==> src/rtl/id_stage_pipe.sv <==
// id_stage_pipe: RISC-V decode stage with register file, WB bypass, immediate generation,
// load-use stall, flush and a valid/ready output register that refreshes held operands.
module id_stage_pipe #(
    parameter int XLEN   = 64,
    parameter int NREG   = 32,
    parameter int BYPASS = 1
) (
    input  logic            clk,
    input  logic            rst,
    input  logic            in_valid,
    output logic            in_ready,
    input  logic [31:0]     inst,
    input  logic [XLEN-1:0] pc,
    input  logic            flush,
    input  logic            ex_is_load,
    input  logic [4:0]      ex_rd,
    input  logic            wb_en,
    input  logic [4:0]      wb_rd,
    input  logic [XLEN-1:0] wb_data,
    output logic            out_valid,
    input  logic            out_ready,
    output logic [6:0]      out_opcode,
    output logic [4:0]      out_rd,
    output logic [2:0]      out_func3,
    output logic [6:0]      out_func7,
    output logic [XLEN-1:0] out_data1,
    output logic [XLEN-1:0] out_data2,
    output logic [XLEN-1:0] out_imm_ext,
    output logic [XLEN-1:0] out_pc,
    output logic            out_illegal
);
    localparam int AW = $clog2(NREG);
    localparam logic [6:0] OP_R     = 7'b0110011;
    localparam logic [6:0] OP_I     = 7'b0010011;
    localparam logic [6:0] OP_LOAD  = 7'b0000011;
    localparam logic [6:0] OP_JALR  = 7'b1100111;
    localparam logic [6:0] OP_S     = 7'b0100011;
    localparam logic [6:0] OP_B     = 7'b1100011;
    localparam logic [6:0] OP_LUI   = 7'b0110111;
    localparam logic [6:0] OP_AUIPC = 7'b0010111;
    localparam logic [6:0] OP_JAL   = 7'b1101111;

    logic [XLEN-1:0] rf [NREG];
    logic [6:0]      opcode;
    logic [4:0]      rs1, rs2, rd, cap_rs1, cap_rs2;
    logic            is_i, is_u, known, bad_idx, uses_rs1, uses_rs2;
    logic            hazard, accept, wr_en, illegal;
    logic [XLEN-1:0] val1, val2, imm;
    logic [31:0]     imm32;

    assign opcode = inst[6:0];
    assign rd     = inst[11:7];
    assign rs1    = inst[19:15];
    assign rs2    = inst[24:20];

    always_comb begin
        is_i     = opcode == OP_I || opcode == OP_LOAD || opcode == OP_JALR;
        is_u     = opcode == OP_LUI || opcode == OP_AUIPC;
        known    = is_i || is_u || opcode == OP_S || opcode == OP_B || opcode == OP_JAL || opcode == OP_R;
        bad_idx  = int'(rd) >= NREG || int'(rs1) >= NREG || int'(rs2) >= NREG;
        illegal  = !known || bad_idx;
        uses_rs1 = !(is_u || opcode == OP_JAL);
        uses_rs2 = opcode == OP_R || opcode == OP_S || opcode == OP_B;
        hazard   = in_valid && ex_is_load && ex_rd != 5'd0 &&
                   ((uses_rs1 && ex_rd == rs1) || (uses_rs2 && ex_rd == rs2));
        in_ready = !hazard && (!out_valid || out_ready) && !flush;
        accept   = in_valid && in_ready;
        wr_en    = wb_en && wb_rd != 5'd0 && int'(wb_rd) < NREG;
    end

    // Reads of x0 are forced to zero; WB forwarding only when BYPASS is enabled.
    always_comb begin
        val1 = rs1 == 5'd0 ? '0 :
               (BYPASS != 0 && wb_en && wb_rd == rs1) ? wb_data : rf[rs1[AW-1:0]];
        val2 = rs2 == 5'd0 ? '0 :
               (BYPASS != 0 && wb_en && wb_rd == rs2) ? wb_data : rf[rs2[AW-1:0]];
    end

    // Every RV immediate fits in 32 signed bits; widen to XLEN with a signed cast.
    always_comb begin
        imm32 = is_i             ? {{20{inst[31]}}, inst[31:20]} :
                opcode == OP_S   ? {{20{inst[31]}}, inst[31:25], inst[11:7]} :
                opcode == OP_B   ? {{20{inst[31]}}, inst[7], inst[30:25], inst[11:8], 1'b0} :
                is_u             ? {inst[31:12], 12'b0} :
                opcode == OP_JAL ? {{12{inst[31]}}, inst[19:12], inst[20], inst[30:21], 1'b0} :
                                   32'd0;
        imm   = XLEN'($signed(imm32));
    end

    always_ff @(posedge clk) begin
        if (rst) begin
            for (int i = 0; i < NREG; i++) rf[i] <= '0;
            out_valid   <= 1'b0;
            out_opcode  <= '0;
            out_rd      <= '0;
            out_func3   <= '0;
            out_func7   <= '0;
            out_data1   <= '0;
            out_data2   <= '0;
            out_imm_ext <= '0;
            out_pc      <= '0;
            out_illegal <= 1'b0;
            cap_rs1     <= '0;
            cap_rs2     <= '0;
        end else begin
            if (wr_en) rf[wb_rd[AW-1:0]] <= wb_data;
            if (flush) begin
                out_valid <= 1'b0;
            end else if (accept) begin
                out_valid   <= 1'b1;
                out_opcode  <= opcode;
                out_rd      <= rd;
                out_func3   <= inst[14:12];
                out_func7   <= inst[31:25];
                out_data1   <= val1;
                out_data2   <= val2;
                out_imm_ext <= imm;
                out_pc      <= pc;
                out_illegal <= illegal;
                cap_rs1     <= rs1;
                cap_rs2     <= rs2;
            end else if (out_ready) begin
                out_valid <= 1'b0;
            end else begin
                // Held bundle: keep operands current with write-back.
                if (wb_en && cap_rs1 != 5'd0 && wb_rd == cap_rs1) out_data1 <= wb_data;
                if (wb_en && cap_rs2 != 5'd0 && wb_rd == cap_rs2) out_data2 <= wb_data;
            end
        end
    end
endmodule

==> config.mk <==
export PLATFORM = sky130hd
export DESIGN_NAME = id_stage_pipe
export DESIGN_NICKNAME = d
export VERILOG_FILES = /design/src/rtl/id_stage_pipe.sv
export SDC_FILE = /design/constraint.sdc
export NUM_CORES = 2
export LEC_CHECK = 0
export CAP_MARGIN = 10
export CORE_MARGIN = 3
export CORE_UTILIZATION = 54
export DETAILED_ROUTE_END_ITERATION = 10
export PLACE_DENSITY = 0.72
export SKIP_LAST_GASP = 1
export SLEW_MARGIN = 20
export SYNTH_ARGS = -nofsm -noshare
export SYNTH_HDL_FRONTEND = slang
export SYNTH_SLANG_ARGS = --single-unit
==> constraint.sdc <==
create_clock -name clk -period 5.05 [get_ports clk]
set_input_delay 0.505 -clock clk [delete_from_list [all_inputs] [get_ports clk]]
set_output_delay 0.505 -clock clk [all_outputs]
set_load 0.02 [all_outputs]
### Word level (Yosys, flattened, before mapping)

Memories as Yosys holds them, arrays and structs flattened.
Index checks and enable logic that the tools add are counted.

* register bits after elaboration: 258
* bits in writable memories: 2048
* input port bits: 177
* output and inout port bits: 281
* logic and storage cells: 102
* memories kept: 1

* eq/ne operators: 16
* mux-type cells: 25
* bitwise operators: 1
* reduce and logical (&&, ||, !) cells: 47

Memory list
* rf: words 32, width 64, rd ports 2, clocked after Yosys merged registers in 0, write ports 32, line 43 `logic [XLEN-1:0] rf [NREG];`

Operators with widths (count)
* two-way mux 64 bit: 11
* two-way mux 32 bit: 5
* OR reduction 64 bit: 1
* equality test 5 bit: 6
* equality test 7 x 6 -> 1 bit (second input constant): 3
* equality test 7 bit (second input constant): 3
* nonzero test 5 bit: 4
* logical AND 1 bit: 15
* equality test 7 x 5 -> 1 bit (second input constant): 2
* logical OR 1 bit: 13
* logical NOT 5 bit: 2
* two-way mux 1 bit: 8
* equality test 7 x 2 -> 1 bit (second input constant): 1
* AND reduction 3 bit: 2
* nonzero test 2 bit: 3
* logical NOT 1 bit: 5
* two-way mux 5 bit: 1
* inequality test 2 x 1 -> 1 bit (second input constant): 1
* AND reduction 2 bit: 1
* OR reduction 2 bit: 1
* NOT 1 bit: 1

### Depth between registers and ports, before layout

* depth in word-level cells: 13
* gate-level depth with buffers: 11
* gate-level depth less buffers: 7

### Worst setup path before layout

OpenSTA, ideal clock, no wires.

* path type: input port to flip-flop
* start: in rst
* end: mem rf[0][0], enable pin
* library setup time: 0.444 ns
* data arrival time: 2.539 ns
* data required time: 4.606 ns
* path slack: 2.067 ns
* stages on the path: 2
* path buffers: 2
* path through: clkbuf_1 clkbuf_1

RTL lines
* start: declaration: line 9 `input logic rst,`
* end: declaration: line 43

### Worst setup path after layout

* start: in inst[4]
* end: out in_ready

* longest elaborated chain between the ends: 10
* elaborated cells on any way between the ends: 18
* those cells by class: eq/ne (6); reduce/logical (12)

RTL lines
* start: declaration: line 12 `input logic [31:0] inst,`
* equality test 7 x 6 -> 1 bit / equality test 7 x 5 -> 1 bit (equally long branches): line 58 `is_u = opcode == OP_LUI || opcode == OP_AUIPC;`
* logical OR 1 bit: line 58
* logical OR 1 bit: line 62 `uses_rs1 = !(is_u || opcode == OP_JAL);`
* logical NOT 1 bit: line 62
* logical AND 1 bit: line 65 `((uses_rs1 && ex_rd == rs1) || (uses_rs2 && ex_rd == rs2));`
* logical OR 1 bit *: line 65
* logical AND 1 bit *: line 64 `hazard = in_valid && ex_is_load && ex_rd != 5'd0 &&`
* logical NOT 1 bit *: line 66 `in_ready = !hazard && (!out_valid || out_ready) && !flush;`
* logical AND 1 bit * (2 in series): line 66
* end: declaration: line 11 `output logic in_ready,`

Every way passes the cells marked *; elsewhere a longest branch is shown, timed or not.

==> impl_metrics.csv <==
group,metric,value,unit
outcome,status,"finished clean",
timing,fmax,0.2584,GHz
clock_tree,cts.repair.resized,0,
critical_path,critPathTopFamily,"simple AND/OR/NAND/NOR gates",
route,top_layer_used,"met5",
logic_synthesis,netlist_area,118900,µm²
global_routing,grtUsageTotal,0.3804,
route,wl_met2,193.6,mm
timing,grt_setup_unrepaired,"false",
critical_path,critPathMaxFanout,5,
final_layout,fin_cells,11810,
logic_synthesis,yosys_most_used_dff,"edfxtp_1",
logic_synthesis,synth_edf_count,2048,
logic_synthesis,yosys_warnings,0,
final_layout,layout-drive-gt1-share,0.2121,
final_layout,nNetsFinal,8896,
timing,slew_violations,0,
floorplan,dieArea,225800,µm²
critical_path,cp_num_buf_inv,2,
floorplan,die_x,475.2,µm
floorplan,die_y,475.2,µm
place,dp.cells,11330,
clock_tree,cts_tree,"yes",
critical_path,cp_slowest_stage_delay,0.70,ns
route,drtPass1Iterations,8,
critical_path,required,4.55,ns
route,drtAntennaViolNets,0,
clock_tree,cts-root-buf,"clkbuf_16",
floorplan,pin_count,458,
logic_synthesis,synthArstFlopShare,0,
route,route.vias.total,84240,
route,dr_wl_met3,65.91,mm
route,drtIter0Drc,14610,
job,drv_cap,0,
route,route.detailed.drc,0,
timing,hold_slack,0.07795,ns
place,numPortBuffers,457,
clock_tree,htreeDepth,4,
timing,finalSetupViolations,0,
critical_path,crit_top_cell,"clkdlybuf4s50_1",
floorplan,core,218000,µm²
route,wl,435.6,mm
critical_path,reg2reg_slack,2.29,ns
route,wl_per_cell,36.88,µm
global_routing,gr-total-overflow,0,
timing,final-hold-violation-count,0,
power,power_leakage,45.41,nW
timing,period_needed,3.870,ns
final_layout,areaGrowthSynthToFinish,12.88,%
timing,worst_pin_slew,1.365,ns
logic_synthesis,ys_types,54,
clock_tree,clk_latency,0.93,ns
floorplan,start_util,0.5453,
logic_synthesis,ys_ff_latch,2306,
worst_hold_path,hold_class,"input port to register",
clock_tree,cts-buffers-inserted,237,
power,cellPowerDensity,338.6,nW/µm²
critical_path,worstSetupStartpointType,"input port",
place,place.gp.congestion,0.9067,
timing,fin_skew,0.02812,ns
critical_path,path_class,"input port to output port",
final_layout,final_cell_mix,"edfxtp_1, and2_1, mux4_2",
timing,tns,0,ns
global_routing,grt_antenna_before_repair,42,
global_routing,grt_pass1_vias,82400,
logic_synthesis,yosysSeqAreaShare,0.5608,
final_layout,post-route-cell-area,134200,µm²
route,via_per_inst,7.133,
place,place_area,126500,µm²
critical_path,crit_slowest_cell,"clkdlybuf4s50_1",
logic_synthesis,syn_inst,8673,
global_routing,grt_pass1_wl,606.7,mm
critical_path,crit_chain,"clkdlybuf4s50_1 -> and4b_1 -> nor3b_1 -> or3_4 -> o21ai_0 -> nor3_1 -> clkdlybuf4s50_1",
final_layout,final_common_cell,"edfxtp_1",
critical_path,arrival,3.37,ns
clock_tree,cts.reportedPaths.clkPinSlew,0.06,ns
timing,period_share,0.7664,
power,ir_drop,0.3147,mV
logic_synthesis,synth_area_per_cell,13.71,µm²
critical_path,critPathCaptureType,"output port",
global_routing,grt_max_degree,122,
clock_tree,cts_buffer_depth,3,
place,dp_hpwl,250.2,mm
timing,relSlewSlack,0.08997,
route,wl_met1,146.5,mm
floorplan,rows,171,
clock_tree,cts.sinks,2306,
-- through the flow --
stage	utilization	power, W	setup slack (ns)
6_report	0.6155	0.04544	1.180
5_1_grt	0.6154	0.04639	1.068
4_1_cts	0.6156	0.04525	1.227
3_5_place_dp	0.5801	0.02803	1.066
3_3_place_gp	0.5801	0.02786	1.109
2_1_floorplan	-	0.02582	2.067
-- power breakdown --
group / switching, W / internal (W) / total [W]
sequential: 0.000600 / 0.0218 / 0.0224
clock: 0.00775 / 0.00985 / 0.0176
combinational: 0.00324 / 0.00223 / 0.00547
-- what timing repair did --
action / 4_1_cts / 5_1_grt
hold endpoints to repair: 3 / 0
buffers inserted: 0 / 0
hold buffers: 2 / 0
-- sequential cells by signal, indices dropped and copies added, names as in the netlist, 7 cells and up --
signal       flops
out_data1       64
out_data2       64
out_func7        7
out_imm_ext     32
out_opcode       7
out_pc          64
rf            2048
-- cells in the mapped netlist, types with 42 or more instances --
cell type,count,share of area
a211oi_1,318,0.020
a21oi_1,243,0.010
and2_1,1987,0.10
buf_1,42,0.0013
buf_2,228,0.0096
buf_4,80,0.0051
clkbuf_1,638,0.020
dfxtp_1,258,0.043
edfxtp_1,2048,0.52
mux2_2,385,0.036
mux2i_1,233,0.020
mux4_2,766,0.15
nand2_1,225,0.0071
nor2_1,247,0.0078
nor3_1,143,0.0060
nor4_1,132,0.0069
o22ai_1,442,0.023
-- path summary, 6_finish.rpt --
kind                           startpoint  depth (start not counted)                    endpoint
setup / recovery                  inst[4]                          7                    in_ready
hold / removal                        rst                          1     rf[0][58]$_SDFFCE_PN0P_
setup reg to reg   out_valid$_SDFFE_PP0P_                          8  out_data2[24]$_SDFFE_PP0P_
hold reg to reg   out_pc[25]$_SDFFE_PP0P_                          2     out_pc[25]$_SDFFE_PP0P_
-- cell families (layout without fill, tap and decap cells) --
logic type,count (synthesis),count (layout),share of synthesized area
multiplexers,1384,1384,0.2012
flip-flops,2306,2306,0.5608
buffers and inverters,993,1191,0.03641
AO/OA/AOI/OAI,1076,1076,0.05876
AND/OR/NAND/NOR,2885,2885,0.1408
XOR/XNOR,28,28,0.002063
other,1,86,0.00003154
-- cell type report --
cell class,instances,area (µm²)
inverter,3,11.26
multi-input combinational,5437,48570
timing repair buffer,734,7602
clock buffer,351,6739
antenna,22,55.05
clock inverter,103,984.7
fill,16080,83830
sequential,2306,66660
tap,2854,3571
-- per-layer routing --
metal	GRT usage	vias to the layer above
li1	-	32980
met1	0.4847	42340
met2	0.5721	7392
met3	0.1238	1516
met4	0.2237	10
met5	0	-
No activity file was read; power rests on OpenSTA's default activity.
